## config.mk

```make
export PLATFORM = sky130hd
export DESIGN_NAME = uart_tx_arb
export DESIGN_NICKNAME = d
export VERILOG_FILES = /design/src/rtl/uart_tx_arb.sv
export SDC_FILE = /design/constraint.sdc
export NUM_CORES = 1
export LEC_CHECK = 0
export BUFFER_PORTS_ARGS = -buffer_cell sky130_fd_sc_hd__buf_2
export CORE_ASPECT_RATIO = 2
export CORE_MARGIN = 2
export CORE_UTILIZATION = 48
export DETAILED_ROUTE_END_ITERATION = 10
export GPL_TIMING_DRIVEN = 0
export PLACE_DENSITY = 0.88
export SYNTH_ARGS = -nofsm -noshare
export SYNTH_HDL_FRONTEND = slang
export SYNTH_SLANG_ARGS = --single-unit
```

## constraint.sdc

```tcl
create_clock -name clk -period 4 [get_ports clk]
set_input_delay 0.6 -clock clk [delete_from_list [all_inputs] [get_ports clk]]
set_output_delay 0.6 -clock clk [all_outputs]
set_load 0.01 [all_outputs]
```

## src/rtl/uart_tx_arb.sv

```systemverilog
// uart_tx_arb: round-robin arbiter sharing one 8N1 transmitter among NREQ byte producers.
// Optional macro UART_ARB_LOCK_EN keeps the grant on one requester until its req_last byte.
module uart_tx_arb #(
  parameter int NREQ = 4,
  parameter int IDW  = 3
) (
  input  logic              clk,
  input  logic              rst_,
  input  logic [NREQ-1:0]   req,
  input  logic [8*NREQ-1:0] req_data,
  input  logic [NREQ-1:0]   req_last,
  output logic [NREQ-1:0]   ack,
  output logic [IDW-1:0]    gnt_id,
  output logic              busy,
  output logic              uart_we,
  output logic [7:0]        uart_data,
  input  logic              uart_ready
);

  typedef enum logic [1:0] {IDLE = 2'd0, SEND = 2'd1, WAIT = 2'd2} state_t;

  state_t          r_state, w_state_nxt;
  logic [NREQ-1:0] r_ack, w_ack_nxt;
  logic [IDW-1:0]  r_gnt_id, w_gnt_nxt;
  logic            r_busy, w_busy_nxt;
  logic            r_uart_we, w_we_nxt;
  logic [7:0]      r_uart_data, w_data_nxt;
  logic [IDW-1:0]  r_rr_ptr, w_rr_nxt;

  logic [NREQ-1:0] w_elig;
  logic [NREQ-1:0] w_rot;
  logic            w_found;
  logic [IDW-1:0]  w_ofs;
  logic [IDW:0]    w_sum;
  logic [IDW:0]    w_wrap;
  logic [IDW-1:0]  w_winner;
  logic [IDW-1:0]  w_rr_adv;
  logic [7:0]      w_win_data;
  logic            w_grant;
  logic            w_rr_step;
  logic            w_lock_nxt;

`ifdef UART_ARB_LOCK_EN
  logic           r_lock;
  logic [IDW-1:0] r_lock_id, w_lock_id_nxt;
  logic           w_win_last;

  // While a message is open only its owner may be granted.
  assign w_elig = r_lock ? (req & (NREQ'(1) << r_lock_id)) : req;

  always_comb begin
    w_win_last = 1'b0;
    for (int j = 0; j < NREQ; j++) begin
      if (IDW'(j) == w_winner) w_win_last = req_last[j];
    end
  end

  always_comb begin
    w_lock_nxt    = r_lock;
    w_lock_id_nxt = r_lock_id;
    if (w_grant) begin
      w_lock_nxt    = ~w_win_last;
      w_lock_id_nxt = w_winner;
    end
  end

  assign w_rr_step = w_win_last;

  always_ff @(posedge clk or negedge rst_) begin
    if (!rst_) begin
      r_lock    <= 1'b0;
      r_lock_id <= '0;
    end else begin
      r_lock    <= w_lock_nxt;
      r_lock_id <= w_lock_id_nxt;
    end
  end
`else
  logic w_unused_last;
  assign w_elig        = req;
  assign w_lock_nxt    = 1'b0;
  assign w_rr_step     = 1'b1;
  assign w_unused_last = ^req_last;
`endif

  // Rotate so bit 0 is the requester at rr_ptr; the first set bit is the winner offset.
  assign w_rot = NREQ'({w_elig, w_elig} >> r_rr_ptr);

  always_comb begin
    w_found = 1'b0;
    w_ofs   = '0;
    for (int k = 0; k < NREQ; k++) begin
      if (!w_found && w_rot[k]) begin
        w_found = 1'b1;
        w_ofs   = IDW'(k);
      end
    end
  end

  assign w_sum    = {1'b0, r_rr_ptr} + {1'b0, w_ofs};
  assign w_wrap   = w_sum - (IDW+1)'(NREQ);
  assign w_winner = (w_sum >= (IDW+1)'(NREQ)) ? w_wrap[IDW-1:0] : w_sum[IDW-1:0];
  assign w_rr_adv = (w_winner == IDW'(NREQ-1)) ? '0 : w_winner + 1'b1;

  always_comb begin
    w_win_data = 8'h00;
    for (int j = 0; j < NREQ; j++) begin
      if (IDW'(j) == w_winner) w_win_data = req_data[8*j +: 8];
    end
  end

  assign w_grant = (r_state == IDLE) && uart_ready && w_found;

  // NOTE: non-blocking assignments in clocked processes so every register samples pre-edge values.
  always_ff @(posedge clk or negedge rst_) begin
    if (!rst_) r_state <= IDLE;
    else       r_state <= w_state_nxt;
  end

  // NOTE: each combinational process assigns a default first so no latch is inferred.
  always_comb begin
    w_state_nxt = r_state;
    case (r_state)
      IDLE:    if (w_grant) w_state_nxt = SEND;
      SEND:    w_state_nxt = WAIT;
      WAIT:    if (uart_ready) w_state_nxt = IDLE;
      default: w_state_nxt = IDLE;
    endcase
  end

  always_comb begin
    w_ack_nxt  = '0;
    w_we_nxt   = 1'b0;
    w_data_nxt = r_uart_data;
    w_gnt_nxt  = r_gnt_id;
    w_rr_nxt   = r_rr_ptr;
    if (w_grant) begin
      w_ack_nxt  = NREQ'(1) << w_winner;
      w_we_nxt   = 1'b1;
      w_data_nxt = w_win_data;
      w_gnt_nxt  = w_winner;
      if (w_rr_step) w_rr_nxt = w_rr_adv;
    end
    w_busy_nxt = (w_state_nxt != IDLE) || w_lock_nxt;
  end

  always_ff @(posedge clk or negedge rst_) begin
    if (!rst_) begin
      r_ack       <= '0;
      r_gnt_id    <= '0;
      r_busy      <= 1'b0;
      r_uart_we   <= 1'b0;
      r_uart_data <= 8'h00;
      r_rr_ptr    <= '0;
    end else begin
      r_ack       <= w_ack_nxt;
      r_gnt_id    <= w_gnt_nxt;
      r_busy      <= w_busy_nxt;
      r_uart_we   <= w_we_nxt;
      r_uart_data <= w_data_nxt;
      r_rr_ptr    <= w_rr_nxt;
    end
  end

  assign ack       = r_ack;
  assign gnt_id    = r_gnt_id;
  assign busy      = r_busy;
  assign uart_we   = r_uart_we;
  assign uart_data = r_uart_data;

endmodule

```

# Word level (Yosys, flattened, before mapping)
# Index checks and enable logic that the tools add are counted.
# word_totals
ram_bits,0
inputBits,43
romBits,0
elab_cells,48
latchBits,0
ff_bits,22
output_inout_bits,17
n_memories,0
# classes
n_lt_le_gt_ge,1
shifts,2
bitwise_logic,0
muxes,18
n_eq_ne,6
div,0
n_addsub,3
mul,0
reduce_logical,11
# ops
op,n
8-bit 2-to-1 mux,4
2-bit 2-to-1 mux,4
8-bit by 3-bit >> shifter with 4-bit output,1
"2-bit by 3-bit == test with 1-bit output, first input constant",2
1-bit 2-to-1 mux,6
3-bit 2-to-1 mux,2
2-bit case mux with 3 select lines,1
1-bit logical AND,5
3-bit by 2-bit adder with 4-bit output,1
"4-bit by 3-bit >= comparator with 1-bit output, second input constant",1
4-bit 2-to-1 mux,1
"1-bit by 3-bit left shift with 4-bit output, first input constant",1
"3-bit by 1-bit adder with 3-bit output, second input constant",1
"1-bit by 3-bit == test with 1-bit output, first input constant",1
"3-bit by 2-bit == test with 1-bit output, second input constant",1
1-bit logical NOT,3
3-bit logical NOT,1
"3-bit subtractor, second input constant",1
"2-bit by 1-bit == test with 1-bit output, second input constant",1
"2-bit == test, second input constant",1
2-bit logical NOT,1
2-bit nonzero test,1

# Depth between registers and ports, before layout
# Gate-level depths: netlist of the first run.
# logic_depth
word_depth,19
mapped_depth,15
mapped_depth_nobuf,13

# Worst setup path before layout of the first run
# OpenSTA, ideal clock, no wires.
# synth_timing
path_kind,in2reg
from,input req[0]
to,register r_uart_data[0] (netlist: uart_data[0])
setup_ns,0.064
stages,14
path_slack_ns,0.886
t_arrival_ns,3.050
required_time_ns,3.936
path_buffers,2
cell_sequence,and3b_1 o21ai_0 o311ai_0 o2bb2ai_1 ha_1 inv_1 fa_1 ha_1 clkbuf_1 nor2b_1 clkbuf_1 a22oi_1 a211oi_1 mux2_4
# synth_via
elab_chain_cells,19
word_cells_on_any_way,27
cone_classes,add/sub (2); order compare (1); eq/ne (3); shift (1); mux (12); reduce/logical (8)
# synth_lines
element,line,text
start: declaration,9,"input logic [NREQ-1:0] req,"
8-bit by 3-bit >> shifter with 4-bit output (*),87,"assign w_rot = NREQ'({w_elig, w_elig} >> r_rr_ptr);"
1-bit 2-to-1 mux,93,if (!w_found && w_rot[k]) begin
1-bit logical NOT,93,
1-bit logical AND,93,
1-bit 2-to-1 mux,93,
1-bit logical NOT,93,
1-bit logical AND,93,
1-bit 2-to-1 mux,93,
1-bit logical NOT,93,
1-bit logical AND,93,
2-bit 2-to-1 mux,93,
3-bit by 2-bit adder with 4-bit output,100,"assign w_sum = {1'b0, r_rr_ptr} + {1'b0, w_ofs};"
4-bit by 3-bit >= comparator with 1-bit output / 3-bit subtractor (equally long branches),"102, 101",
3-bit 2-to-1 mux,102,assign w_winner = (w_sum >= (IDW+1)'(NREQ)) ? w_wrap[IDW-1:0] : w_sum[IDW-1:0];
3-bit logical NOT,108,if (IDW'(j) == w_winner) w_win_data = req_data[8*j +: 8];
8-bit 2-to-1 mux (4 in a row),108,
end signal: assignment,160,r_uart_data <= w_data_nxt;
end: declaration,27,"logic [7:0] r_uart_data, w_data_nxt;"
# Every way passes the cells marked *; elsewhere a longest branch is shown, timed or not.
# A chain may end at the register's enable or synchronous reset.

# Worst setup path in the final report of the first run
# layout_timing
from,register r_rr_ptr[0]
to,register r_uart_data[3] (netlist: uart_data[3])
# layout_via
elab_chain_cells,19
word_cells_on_any_way,27
cone_classes,add/sub (2); order compare (1); eq/ne (3); shift (1); mux (12); reduce/logical (8)
# layout_lines
element,line,text
start: declaration,28,"logic [IDW-1:0] r_rr_ptr, w_rr_nxt;"
start signal: assignment,161,r_rr_ptr <= w_rr_nxt;
8-bit by 3-bit >> shifter with 4-bit output,87,
1-bit 2-to-1 mux,93,
1-bit logical NOT,93,
1-bit logical AND,93,
1-bit 2-to-1 mux,93,
1-bit logical NOT,93,
1-bit logical AND,93,
1-bit 2-to-1 mux,93,
1-bit logical NOT,93,
1-bit logical AND,93,
2-bit 2-to-1 mux,93,
3-bit by 2-bit adder with 4-bit output,100,
4-bit by 3-bit >= comparator with 1-bit output / 3-bit subtractor (equally long branches),"102, 101",
3-bit 2-to-1 mux,102,
3-bit logical NOT,108,
8-bit 2-to-1 mux (4 in a row),108,
# Several ways; a longest one is shown, not always the timed one.

==> results of run 1 <==
-- logic make-up (layout without fill, tap and decap cells) --
logic type | count (synthesis) | in the layout | synth area share (%)
compound gates | 29 | 29 | 14.7
fa+ha+maj | 7 | 7 | 6.61
buf+inv | 11 | 70 | 4.53
flops | 22 | 22 | 38.3
mux | 25 | 25 | 22.1
simple gates | 29 | 29 | 13.8
-- power by group through the flow --
stage	clock network (uW)	registers, uW	logic [uW]
after floorplan	0	419	950
after global placement	0	383	1240
after detailed placement	0	388	1290
after CTS	157	385	1290
after global routing	168	397	1420
final	157	384	1280
-- through the flow --
stage | total power, uW | instances | hold slack, ns | area, um2 | utilization (%)
detailed placement | 1670 | 208 | 0.496 | 1750 | 60.2
global route | 1980 | 212 | 0.319 | 1810 | 62.1
finish | 1820 | 212 | 0.275 | 1810 | 62.1
floorplan | 1370 | 123 | 0.304 | 1440 | -
CTS | 1830 | 212 | 0.308 | 1810 | 62.1
global placement | 1620 | 208 | 0.497 | 1750 | 60.2
-- sequential cells by signal (all words and copies together), names as in the netlist --
register	cells
uart_data	8
ack	4
gnt_id	3
r_rr_ptr	3
r_state	2
busy	1
uart_we	1
-- metal layers --
metal / routed length [um] / global-route usage [%] / up-vias
li1: - / - / 570
met1: 1140 / 21.3 / 568
met2: 1870 / 38.9 / 35
met3: 113 / 1.78 / 6
met4: 64 / 8.75 / 0
met5: 0 / 0 / -
-- how the worst max path moves through the flow --
stage / start / end / slack, ns / depth (start not counted)
6_report: r_rr_ptr[0] / uart_data[3] / 0.47 / 15
5_1_grt: r_rr_ptr[0] / uart_data[3] / 0.13 / 15
4_1_cts: r_rr_ptr[0] / uart_data[6] / 0.45 / 15
3_5_place_dp: req[0] / uart_data[6] / 0.30 / 15
3_3_place_gp: req[0] / uart_data[5] / 0.42 / 15
2_1_floorplan: req[0] / uart_data[0] / 0.89 / 14
-- Yosys cell counts --
master and n:
sky130_fd_sc_hd__dfrtp_1 22, sky130_fd_sc_hd__mux2_4 13, sky130_fd_sc_hd__mux2i_1 10, sky130_fd_sc_hd__a211oi_1 8, sky130_fd_sc_hd__a22oi_1 8, sky130_fd_sc_hd__nand2b_1 8
sky130_fd_sc_hd__ha_1 6, sky130_fd_sc_hd__a21oi_1 5, sky130_fd_sc_hd__inv_1 5, sky130_fd_sc_hd__and3_1 4, sky130_fd_sc_hd__nor2_1 4, sky130_fd_sc_hd__buf_6 3
sky130_fd_sc_hd__and3b_1 2, sky130_fd_sc_hd__clkbuf_1 2, sky130_fd_sc_hd__mux2_2 2, sky130_fd_sc_hd__nor2b_1 2, sky130_fd_sc_hd__o21ai_0 2, sky130_fd_sc_hd__a211oi_2 1
sky130_fd_sc_hd__a21o_1 1, sky130_fd_sc_hd__and2_1 1, sky130_fd_sc_hd__buf_2 1, sky130_fd_sc_hd__fa_1 1, sky130_fd_sc_hd__nor2b_2 1, sky130_fd_sc_hd__nor3_1 1
sky130_fd_sc_hd__nor3_2 1, sky130_fd_sc_hd__nor3_4 1, sky130_fd_sc_hd__nor3b_1 1, sky130_fd_sc_hd__o22ai_1 1, sky130_fd_sc_hd__o22ai_2 1, sky130_fd_sc_hd__o2bb2ai_1 1
sky130_fd_sc_hd__o311ai_0 1, sky130_fd_sc_hd__or2_1 1, sky130_fd_sc_hd__or3_1 1, sky130_fd_sc_hd__or3b_4 1
-- cell usage in the layout (no fill, tap or decap), types with 3 or more instances in the layout --
cell | synthesis | final
sky130_fd_sc_hd__buf_2 | 1 | 56
sky130_fd_sc_hd__dfrtp_1 | 22 | 22
sky130_fd_sc_hd__mux2_4 | 13 | 13
sky130_fd_sc_hd__mux2i_1 | 10 | 10
sky130_fd_sc_hd__a22oi_1 | 8 | 8
sky130_fd_sc_hd__nand2b_1 | 8 | 8
sky130_fd_sc_hd__a211oi_1 | 8 | 8
sky130_fd_sc_hd__ha_1 | 6 | 6
sky130_fd_sc_hd__inv_1 | 5 | 5
sky130_fd_sc_hd__a21oi_1 | 5 | 5
sky130_fd_sc_hd__nor2_1 | 4 | 4
sky130_fd_sc_hd__and3_1 | 4 | 4
sky130_fd_sc_hd__clkbuf_8 | 0 | 4
sky130_fd_sc_hd__buf_6 | 3 | 3
-- layout make-up --
| class | instances | area [um2] |
|---|---|---|
| plain buffers | 6 | 46.3 |
| clock buffers | 4 | 55.1 |
| fillers | 247 | 1100 |
| inverters | 5 | 18.8 |
| multi-input cells | 90 | 822 |
| flip-flops and latches | 22 | 551 |
| well taps | 30 | 37.5 |
| repair buffers | 55 | 275 |
==> PnR_summary.wiki, run 1 <==
{| class="wikitable"
! Metric !! Value
|-
| Count of endpoints failing setup in the final report || 0
|-
| Buffers inserted by post-CTS timing repair || 0
|-
| Top cells by area in the synthesized netlist || sky130_fd_sc_hd__dfrtp_1 (38%), sky130_fd_sc_hd__mux2_4 (14%), sky130_fd_sc_hd__mux2i_1 (7.0%), sky130_fd_sc_hd__ha_1 (5.2%), sky130_fd_sc_hd__a211oi_1 (4.2%)
|-
| Final antenna diode count || 0
|-
| DR WL/cell || 15.0 um
|-
| Top-area cell type share of the netlist area || 38.3%
|-
| Endpoint class of the critical path || flop
|-
| Slowest cell on the critical path || sky130_fd_sc_hd__fa_1
|-
| First-pass iteration count of the detailed router || 4
|-
| Io pins || 60
|-
| Dpl hpwl || 2620 um
|-
| Vias || 1179
|-
| Worst-case clock skew || 0.00694 ns
|-
| Portion of total power attributed to sequential cells || 21.1%
|-
| Sum of overflow across all layers after global routing || 0
|-
| Total global routing track utilization || 20.2%
|-
| Number of buffer and inverter stages on the critical path || 4
|-
| Post-layout worst setup margin || 0.472 ns
|-
| Avg Synthesized Cell Area || 11.7 um2
|-
| Core Area || 2910 um2
|-
| Total count of max-transition violations in the final report || 0
|-
| Launching element type of the critical path || flop
|-
| Combinational group share of total power || 70.2%
|-
| R2r worst-path depth || 15
|-
| Port buffer count || 55
|-
| Horiz. Die Dim || 42.7 um
|-
| Setup TNS || 0 ns
|-
| Critical Path Max Stage Delay || 0.46 ns
|-
| Clock input transition at the sequential cells of the worst setup and hold paths || 0.08 ns
|-
| # Max-Cap Violations || 0
|-
| Synthesis warning total || 0
|-
| Count of nets after finishing || 233
|-
| Number of buffers inserted during clock tree synthesis || 3
|-
| Post-detailed-route via-to-cell ratio || 5.56
|-
| Cells after synthesis || 123
|-
| Area growth syn-to-layout || 25.6%
|-
| Site row count || 28
|-
| P_int || 1060 uW
|-
| Cell type contributing the most total cell area after synthesis || sky130_fd_sc_hd__dfrtp_1
|-
| Clk pwr share || 8.7%
|-
| Data required, critical path || 4.20 ns
|-
| CTS tree || yes
|-
| Deepest clock path buffer count || 2
|-
| Outcome || completed
|-
| Kind of critical path || reg2reg
|-
| Register-to-register setup slack || 0.47 ns
|-
| Clock net sink count || 22
|-
| Static Leak || 0.000906 uW
|-
| Worst-case vdd ir drop || 0.849 mV
|-
| Worst reg2reg endpoint || uart_data[3]
|-
| Number of different library cells in the post-synthesis netlist || 34
|-
| Part of the Yosys area used for sequential elements || 38.3%
|-
| #FFs+latches synth || 22
|-
| Insertion delay of the later-clocked pin in the worst-skew pair || 0.27 ns
|-
| Worst relative slew slack || 63.0%
|-
| Maximum net fanout on the critical path || 10
|-
| Initial antenna violation count || 0
|-
| Number of DRC markers in iteration 0 || 14
|-
| Weighted congestion at the end of routability-driven global placement || 0.806
|-
| Post-Syn Area || 1440 um2
|-
| Post-route ant nets || 0
|-
| Area of the die || 3480 um2
|-
| # hold bufs at CTS || 0
|-
| H-Tree Level Count || 1
|-
| Routed Wire Length || 3180 um
|-
| Power density of the placed cells || 1010 nW/um2
|-
| Initial standard-cell utilization of the core || 49.4%
|-
| Worst-Margin Slew || 0.552 ns
|-
| Switching power total || 761 uW
|-
| Worst slack at placement || 0.301 ns
|-
| Type of the most critical hold path || in2async
|-
| Vias in the first global route || 1234
|-
| DRC Markers || 0
|-
| Share of cells above drive strength 1 || 46.2%
|-
| Final hold violation count || 0
|-
| Die height || 81.4 um
|-
| Switching Share || 41.9%
|-
| F_max || 0.283 GHz
|-
| Cells along the critical path || buf_6 -> and3b_1 -> o21ai_0 -> o311ai_0 -> o2bb2ai_1 -> ha_1 -> inv_1 -> fa_1 -> ha_1 -> clkbuf_1 -> nor2b_1 -> clkbuf_1 -> a22oi_1 -> a211oi_1 -> mux2_4
|-
| Arrival time reported for the critical path endpoint || 3.73 ns
|-
| Gate family responsible for the most delay along the worst path || adder cells
|-
| Synthesized netlist net count || 173
|-
| Worst r2r src || r_rr_ptr[0]
|-
| Maximum number of pins on one net before global-route repair || 23
|-
| Root buffer cell || sky130_fd_sc_hd__clkbuf_8
|-
| Unrepaired setup endpoints after global routing || no
|-
| Quantity of gates resized following cts || 0
|-
| Global-route wire length before repair || 5410 um
|-
| Final critical-path share of the clock period || 88.2%
|-
| Post-layout minimum cycle time || 3.53 ns
|}
(Power assumes the default switching activity.)
==> run 2: changes to the inputs <==
Settings changed: CORE_MARGIN 2 to 10, PLACE_DENSITY 0.88 to 0.89.
==> run 2 against run 1 <==
Compared with the run above: maximum frequency grew 0.24%; highest routed layer unchanged; register-to-register slack is essentially flat; clock skew shrank 0.0057 ns; critical endpoint unchanged; global-route usage shrank 7.7 points; non-clock buffer count is the same; flip-flop and latch count is the same; critical path depth is the same; worst hold slack gained 0.013 ns; routed wire length grew 11%; sequential power shrank 2%.
==> PnR_summary.wiki, run 2 (synthesis results as in run 1) <==
{| class="wikitable"
! Metric !! Value
|-
| Initial antenna violation count || 0
|-
| Arrival time reported for the critical path endpoint || 3.73 ns
|-
| Type of the most critical hold path || in2async
|-
| Post-layout minimum cycle time || 3.52 ns
|-
| DRC Markers || 0
|-
| Worst-case hold slack || 0.288 ns
|-
| Post-layout worst setup margin || 0.480 ns
|-
| Horiz. Die Dim || 58.7 um
|-
| Most used cells in the layout excluding fill and tap cells || sky130_fd_sc_hd__buf_2 (56), sky130_fd_sc_hd__dfrtp_1 (22), sky130_fd_sc_hd__mux2_4 (13), sky130_fd_sc_hd__mux2i_1 (10)
|-
| Final critical-path share of the clock period || 88.0%
|-
| Core Area || 2910 um2
|-
| Vias in the first global route || 1233
|-
| DR WL/cell || 16.7 um
|-
| Final antenna diode count || 0
|-
| Launching element type of the critical path || flop
|-
| F_max || 0.284 GHz
|-
| Count of nets after finishing || 233
|-
| Buffers inserted by post-CTS timing repair || 0
|-
| Total count of max-transition violations in the final report || 0
|-
| Maximum number of pins on one net before global-route repair || 23
|-
| Most frequent standard cell in the layout excluding fill and tap cells || sky130_fd_sc_hd__buf_2
|-
| Flip-flop count of the largest register after layout || 8
|-
| Initial standard-cell utilization of the core || 49.4%
|-
| Site row count || 28
|-
| Area of the die || 5720 um2
|-
| Number of buffers inserted during clock tree synthesis || 3
|-
| Register-to-register setup slack || 0.48 ns
|-
| Combinational group share of total power || 68.6%
|-
| Dpl hpwl || 3000 um
|-
| Routed Wire Length || 3530 um
|-
| H-Tree Level Count || 1
|-
| Worst-Margin Slew || 0.594 ns
|-
| Clock net sink count || 22
|-
| Area after detailed placement || 1750 um2
|-
| Maximum net fanout on the critical path || 10
|-
| Vias || 1161
|-
| Placed cell count || 208
|-
| Insertion delay of the later-clocked pin in the worst-skew pair || 0.26 ns
|-
| Clk pwr share || 11.0%
|-
| CTS tree || yes
|-
| Global-route wire length before repair || 5760 um
|-
| Quantity of gates resized following cts || 0
|-
| Deepest clock path buffer count || 2
|-
| Power density of the placed cells || 1020 nW/um2
|-
| Worst-case vdd ir drop || 0.913 mV
|-
| Clock input transition at the sequential cells of the worst setup and hold paths || 0.08 ns
|-
| Post-route ant nets || 0
|-
| Unrepaired setup endpoints after global routing || no
|-
| Final instance area || 1820 um2
|-
| Kind of critical path || reg2reg
|-
| Worst-case clock skew || 0.00121 ns
|-
| Die height || 97.4 um
|-
| Endpoint class of the critical path || flop
|-
| Portion of total power attributed to sequential cells || 20.4%
|-
| Worst relative slew slack || 60.2%
|-
| Outcome || completed
|-
| First-pass iteration count of the detailed router || 4
|-
| # hold bufs at CTS || 0
|-
| Switching Share || 40.4%
|-
| Port buffer count || 55
|-
| Number of DRC markers in iteration 0 || 15
|-
| Sum of overflow across all layers after global routing || 0
|-
| Post-detailed-route via-to-cell ratio || 5.48
|-
| Setup TNS || 0 ns
|-
| Final hold violation count || 0
|-
| Data required, critical path || 4.21 ns
|-
| Io pins || 60
|-
| Area growth syn-to-layout || 26.7%
|-
| Weighted congestion at the end of routability-driven global placement || 0.834
|-
| Count of endpoints failing setup in the final report || 0
|-
| Total global routing track utilization || 12.5%
|-
| Worst slack at placement || 0.302 ns
|-
| Static Leak || 0.000913 uW
|-
| P_int || 1100 uW
|-
| Count of non-filler cells in the finished layout || 212
|-
| Share of cells above drive strength 1 || 46.2%
|-
| Switching power total || 749 uW
|-
| Root buffer cell || sky130_fd_sc_hd__clkbuf_8
|-
| # Max-Cap Violations || 0
|}
[run 2: cell types whose count changed in the layout (fill, tap and decap cells not counted), sizes merged]
cell,before,now
bufinv,0,1
clkbuf,6,5
[run 2: area by class of cell]
| type | count | area (um2) |
|---|---|---|
| Fill cell | 234 | 1090 |
| Timing Repair Buffer | 55 | 275 |
| Sequential cell | 22 | 551 |
| Buffer | 6 | 46.3 |
| Inverter | 5 | 18.8 |
| Tap cell | 30 | 37.5 |
| Clock buffer | 3 | 41.3 |
| Clock inverter | 1 | 30.0 |
| Multi-Input combinational cell | 90 | 822 |
[run 2: power by group through the flow]
stage / Combinational (uW) / Sequential [uW] / Clock, uW
2_1_floorplan: 950 / 419 / 0
6_report: 1270 / 378 / 204
5_1_grt: 1410 / 391 / 216
3_5_place_dp: 1280 / 384 / 0
4_1_cts: 1290 / 379 / 207
3_3_place_gp: 1250 / 381 / 0
[run 2: per-stage QoR]
step	utilization, %	total power (uW)
after floorplan	-	1370
after global placement	60.2	1630
after detailed placement	60.2	1670
after CTS	62.7	1880
after global routing	62.7	2020
final	62.7	1850
[run 2: path summary, 6_finish.rpt]
check / from / end / cells past startpoint
worst max register to register: r_rr_ptr[0] / uart_data[3] / 15
worst min register to register: gnt_id[0] / gnt_id[0] / 1
min in group clk: gnt_id[0] / gnt_id[0] / 1
worst max-delay path: r_rr_ptr[0] / uart_data[3] / 15
worst min-delay path: rst_ / r_rr_ptr[2] / 1
max in group asynchronous: rst_ / r_state[1] / 1
[run 2: per-layer routing]
layer  routed length [um]  vias up  GRT usage, %
li1                     -      570             -
met5                    0        -             0
met3                  264        7          3.66
met2                 1970       39          23.1
met4                   93        0          5.86
met1                 1210      545          11.7
[run 2: critical path, stage by stage (launching register included)]
cell,delay (ns)
sky130_fd_sc_hd__dfrtp_1,0.40
sky130_fd_sc_hd__buf_6,0.15
sky130_fd_sc_hd__and3b_1,0.21
sky130_fd_sc_hd__o21ai_0,0.15
sky130_fd_sc_hd__o311ai_0,0.14
sky130_fd_sc_hd__o2bb2ai_1,0.15
sky130_fd_sc_hd__ha_1,0.22
sky130_fd_sc_hd__inv_1,0.08
sky130_fd_sc_hd__fa_1,0.46
sky130_fd_sc_hd__ha_1,0.20
sky130_fd_sc_hd__clkbuf_1,0.23
sky130_fd_sc_hd__nor2b_1,0.16
sky130_fd_sc_hd__clkbuf_1,0.33
sky130_fd_sc_hd__a22oi_1,0.13
sky130_fd_sc_hd__a211oi_1,0.27
sky130_fd_sc_hd__mux2_4,0.18
